File: src/rtl/cpld_romcfg.sv
// ROM slot configuration for a CPLD expansion board: a ROM select register
// plus four remappable slots, reprogrammable only after a three-byte unlock.
module cpld_romcfg #(
  parameter logic [7:0] KEY0     = 8'h52,
  parameter logic [7:0] KEY1     = 8'h4F,
  parameter logic [7:0] KEY2     = 8'h4D,
  parameter logic [7:0] DEF_MAP0 = 8'h01,
  parameter logic [7:0] DEF_MAP1 = 8'h02,
  parameter logic [7:0] DEF_MAP2 = 8'h03,
  parameter logic [7:0] DEF_MAP3 = 8'h04,
  parameter logic [3:0] DEF_EN   = 4'hF,
  parameter logic [3:0] WDOG_MAX = 4'd15
) (
  input  logic       wclk,
  input  logic       reset_b,
  input  logic       psel,
  input  logic [7:0] data,
  input  logic       adr14,
  output logic [7:0] romsel_q,
  output logic [3:0] slot_hit,
  output logic       romdis,
  output logic       unlocked,
  output logic       err,
  output logic [2:0] fsm_state
);

  // Handshake: there is no valid/ready pair; every rising wclk edge is one
  // qualified CPU write, and psel/data are consumed unconditionally on it.

  localparam logic [2:0] S_IDLE = 3'd0;
  localparam logic [2:0] S_K1   = 3'd1;
  localparam logic [2:0] S_K2   = 3'd2;
  localparam logic [2:0] S_CMD  = 3'd3;
  localparam logic [2:0] S_ARG  = 3'd4;

  localparam logic [7:0] CMD_EN   = 8'h20;
  localparam logic [7:0] CMD_LOCK = 8'h30;
  localparam logic [7:0] CMD_DEF  = 8'h40;

  logic [2:0] state_q;
  logic [2:0] state_nxt;
  logic [3:0] wdog_q;
  logic [7:0] map_q [4];
  logic [3:0] slot_en_q;
  logic [1:0] idx_q;
  logic       en_op_q;

  logic wdog_trip;
  logic cmd_slot;
  logic cmd_en;
  logic cmd_def;
  logic cmd_err;
  logic arg_map_wr;
  logic arg_en_wr;

  // A select-port write that would push the counter past WDOG_MAX aborts
  // the unlock session instead.
  assign wdog_trip = !psel && (state_q != S_IDLE) && (wdog_q == WDOG_MAX);

  assign cmd_slot = (data[7:2] == 6'b000100);
  assign cmd_en   = (data == CMD_EN);
  assign cmd_def  = psel && (state_q == S_CMD) && (data == CMD_DEF);
  assign cmd_err  = psel && (state_q == S_CMD) && !cmd_slot && !cmd_en &&
                    (data != CMD_LOCK) && (data != CMD_DEF);

  assign arg_map_wr = psel && (state_q == S_ARG) && !en_op_q;
  assign arg_en_wr  = psel && (state_q == S_ARG) && en_op_q;

  always_comb begin
    state_nxt = state_q;
    if (wdog_trip) begin
      state_nxt = S_IDLE;
    end else if (psel) begin
      case (state_q)
        S_IDLE: state_nxt = (data == KEY0) ? S_K1 : S_IDLE;
        S_K1:   state_nxt = (data == KEY1) ? S_K2 : S_IDLE;
        S_K2:   state_nxt = (data == KEY2) ? S_CMD : S_IDLE;
        S_CMD: begin
          if (cmd_slot || cmd_en) begin
            state_nxt = S_ARG;
          end else if (data == CMD_DEF) begin
            state_nxt = S_CMD;
          end else begin
            state_nxt = S_IDLE;
          end
        end
        S_ARG:   state_nxt = S_CMD;
        default: state_nxt = S_IDLE;
      endcase
    end
  end

  always_ff @(posedge wclk or negedge reset_b) begin
    if (!reset_b) begin
      state_q   <= S_IDLE;
      unlocked  <= 1'b0;
      wdog_q    <= 4'd0;
      err       <= 1'b0;
      romsel_q  <= 8'h00;
      idx_q     <= 2'd0;
      en_op_q   <= 1'b0;
      slot_en_q <= DEF_EN;
      map_q[0]  <= DEF_MAP0;
      map_q[1]  <= DEF_MAP1;
      map_q[2]  <= DEF_MAP2;
      map_q[3]  <= DEF_MAP3;
    end else begin
      state_q  <= state_nxt;
      unlocked <= (state_nxt == S_CMD) || (state_nxt == S_ARG);

      if (psel || (state_nxt == S_IDLE)) begin
        wdog_q <= 4'd0;
      end else if (state_q != S_IDLE) begin
        wdog_q <= wdog_q + 4'd1;
      end

      if (wdog_trip || cmd_err) begin
        err <= 1'b1;
      end else if (cmd_def) begin
        err <= 1'b0;
      end

      if (!psel) begin
        romsel_q <= data;
      end

      if (psel && (state_q == S_CMD) && (cmd_slot || cmd_en)) begin
        idx_q   <= data[1:0];
        en_op_q <= cmd_en;
      end

      if (cmd_def) begin
        slot_en_q <= DEF_EN;
        map_q[0]  <= DEF_MAP0;
        map_q[1]  <= DEF_MAP1;
        map_q[2]  <= DEF_MAP2;
        map_q[3]  <= DEF_MAP3;
      end else begin
        if (arg_en_wr) begin
          slot_en_q <= data[3:0];
        end
        if (arg_map_wr) begin
          map_q[idx_q] <= data;
        end
      end
    end
  end

  // Decode straight from registers so a map/enable update is visible on
  // the cycle right after the capturing edge.
  always_comb begin
    slot_hit = 4'b0000;
    for (int i = 0; i < 4; i++) begin
      slot_hit[i] = adr14 && slot_en_q[i] && (romsel_q == map_q[i]);
    end
  end

  assign romdis    = |slot_hit;
  assign fsm_state = state_q;

endmodule

File: config.mk
export PLATFORM = sky130hd
export DESIGN_NAME = cpld_romcfg
export DESIGN_NICKNAME = d
export VERILOG_FILES = /design/src/rtl/cpld_romcfg.sv
export SDC_FILE = /design/constraint.sdc
export NUM_CORES = 1
export LEC_CHECK = 0
export CORE_MARGIN = 2
export CORE_UTILIZATION = 25
export DETAILED_ROUTE_END_ITERATION = 16
export PLACE_DENSITY = 0.49
export SLEW_MARGIN = 10
export SYNTH_ARGS = -nofsm -noshare
export SYNTH_HDL_FRONTEND = slang
export SYNTH_SLANG_ARGS = --single-unit
File: constraint.sdc
create_clock -name wclk -period 4.03 [get_ports wclk]
set_clock_uncertainty 0.05 [all_clocks]
set_input_delay 0.6045 -clock wclk [delete_from_list [all_inputs] [get_ports wclk]]
set_output_delay 0.6045 -clock wclk [all_outputs]
set_load 0.02 [all_outputs]
==> impl_results.md <==
- Run status: completed
- Post-CTS Setup Bufs: 0
- Pint: 0.991 mW
- Area overhead of the layout relative to synthesis: 22.0%
- Total count of max-transition violations in the final report: 0
- Share of the synthesized area in the top cell type: 40.7%
- Wire length reported by the detailed router: 7610 microns
- Core region area: 11300 sq um
- # resized after CTS: 0
- Portion of total power attributed to the clock network: 43.6%
- Unrepaired setup endpoints after global routing: no
- Detailed-route DRC error count: 0
- Tightest Pin Transition: 536 ps
- Cells after Synth: 312
- Maximum clock path buffer count: 2
- Worst flop-to-flop path startpoint: fsm_state[0]$_DFF_PN0_
- Die height: 111 microns
- Port Buffer Count: 29
- Worst IR Drop VDD: 0.206 mV
- Post-Route Utilization: 31.1%
- CP Class: in2out
- Global placement routability congestion: 0.754
- Maximum number of pins on one net before global-route repair: 35
- Part of the total power dissipated in combinational logic: 9.9%
- Switching Share: 23.1%
- # Max-Cap Violations: 0
- Power density over cell area: 366 nW/um^2
- Synth top area cells: dfrtp_1 41%, xnor2_1 10%, nand2_1 8.6%
- Number of rows created at floorplan: 39
- Count of cell types in the netlist: 44
- Post-route fraction of the period consumed by the critical path: 75.8%
- 1st-pass router iterations: 5
- Reg-to-reg slack, setup: 1820 ps
- Class of the worst hold path: in2async
- Layout cells sized above 1: 11.8%
- Congestion Overflow GR: 0
- Max Fclk: 327 MHz
- Via count of the first global-routing pass: 2283
- Warnings, synthesis: 0
- Post-synthesis area per instance: 9.26 sq um
- Clock transition at the register clock pins on the worst setup and hold paths after CTS: 70 ps
- Post-synth top flop: dfrtp_1
- Min cycle time layout: 3060 ps
- First-pass GRT wire length: 12700 microns
- Sequential share of the synthesized area: 48.9%
- Number of H-tree branching levels: 2
- Skew-Pair Late Insertion Delay: 290 ps
- Iter 0 DRT Violations: 112
- Total Nets Final: 343
- Cell count of the worst reg-to-reg path: 5
- Static Leakage: 1.36 nW
- Routed length per instance: 16.1 microns
- Final setup TNS: 0 ps
- Sequential cell fraction of total power: 46.4%
- Starting density of the core: 25.5%
- Die W: 111 microns
- Yosys top cell by area: dfrtp_1
- Startpoint type of the worst setup path: input pin
- Worst-case headroom to the max-slew limit: 64.3%
- Overall via count from detail_route: 2284
- Commonest cells after routing, fill and taps aside: 66 x nand2_1, 47 x dfrtp_1, 33 x xnor2_1
- Inserted Diodes: 0
- Number of antenna violations at the first check in global routing: 0
- Number of enable-type register cells in the synthesized netlist: 0
- CTS Hold Bufs: 0
- Number of clock buffers inserted by TritonCTS: 5
- Data arrival at the endpoint of the critical path: 2400 ps
- Top-level port count: 30
- Residual antenna-violating net count after detailed routing: 0
- Clock Tree Root: clkbuf_16
- Post-synthesis net count: 325
- DR vias/cell: 4.82
- Worst reg2reg endpoint: unlocked$_DFF_PN0_
- CTS Sinks: 56
- Data required time of the worst path: 3380 ps
- Die ar.: 12400 sq um
- Power spent charging and discharging nets: 0.297 mW
- Setup violators final: 0
- Count of state elements after synthesis: 56
- Crit Path Max Fanout: 4
- Syn Std Cell Area: 2890 sq um
- FFs w/ async S/R, synth: 100%
- Clock tree from TritonCTS: yes
- Setup crit end kind: output port
- Detailed-placement wirelength estimate: 5360 microns
- Global-route usage over all layers: 12.9%
- Final hold violation count: 0
- Commonest non-fill, non-tap cell in the layout: nand2_1
==> power by group through the flow <==
stage	Sequential (mW)	Combinational (mW)	Clock, mW
final	0.598	0.128	0.562
after floorplan	0.600	0.0755	0
after CTS	0.598	0.130	0.580
after detailed placement	0.609	0.129	0
after global placement	0.610	0.128	0
after global routing	0.601	0.140	0.596
==> sequential cells by signal (all words and copies together) (netlist names) <==
register and count:
en_op_q 1, err 1, fsm_state 3, idx_q 2, map_q 32, romsel_q 8, slot_en_q 4, unlocked 1
wdog_q 4
==> logic make-up (layout without fill, tap and decap cells) <==
logic type,after synthesis,in the layout,share of synthesized area (%)
mux,12,12,4.55
xor+xnor,33,33,10.0
compound gates,51,51,10.3
fa+ha+maj,1,1,0.433
buf+inv,26,45,3.38
simple gates,133,133,22.4
flops,56,56,48.9
==> through the flow <==
step | hold slack, ps | power [mW] | worst slack [ps] | std cells | area [sq um]
2_1_floorplan | 259 | 0.676 | 1490 | 312 | 2890
3_3_place_gp | 402 | 0.738 | 818 | 466 | 3330
3_5_place_dp | 417 | 0.738 | 769 | 466 | 3330
4_1_cts | 250 | 1.31 | 970 | 474 | 3520
5_1_grt | 277 | 1.34 | 907 | 474 | 3520
6_report | 238 | 1.29 | 974 | 474 | 3520
==> worst max-delay path, stage by stage <==
cell and delay, ps:
clkdlybuf4s50_1 580, nand3_1 110, nor3_1 340, or4_1 170, clkdlybuf4s50_1 590
==> layout make-up <==
cell class	instances	area (sq um)
fill	1206	7800
sequential	56	1410
multi-input combinational	230	1400
timing repair buffer	36	338
tap	143	179
clock buffer	5	125
clock inverter	3	68.8
inverter	1	3.75
==> cells in the mapped netlist (all sizes together) (2+ instances only) <==
library cell  count
a21oi             6
clkbuf           24
dfrtp            47
dfstp             9
mux2              9
mux2i             3
nand2            66
nand3            12
nand4             4
nor2             15
nor2b             3
nor3              6
nor3b             3
nor4              3
nor4b             3
o211ai            3
o21ai            35
or2               2
or3               3
or4               4
xnor2            33
==> routing by layer <==
layer	global-route usage [%]	routed length (microns)
met5	0	0
met2	19.8	3380
met3	1.91	343
met1	19.1	3830
met4	3.21	60
==> worst max-delay path by stage <==
stage	from	endpoint	slack [ps]	cells after the start
after floorplan	data[1]	idx_q[0]$_DFFE_PN0P_	1490	5
after global placement	data[4]	unlocked$_DFF_PN0_	820	6
after detailed placement	data[4]	unlocked$_DFF_PN0_	770	6
after CTS	adr14	romdis	970	5
after global routing	adr14	romdis	910	5
final	adr14	romdis	970	5
Note: power is estimated with default switching activity, not from simulation.
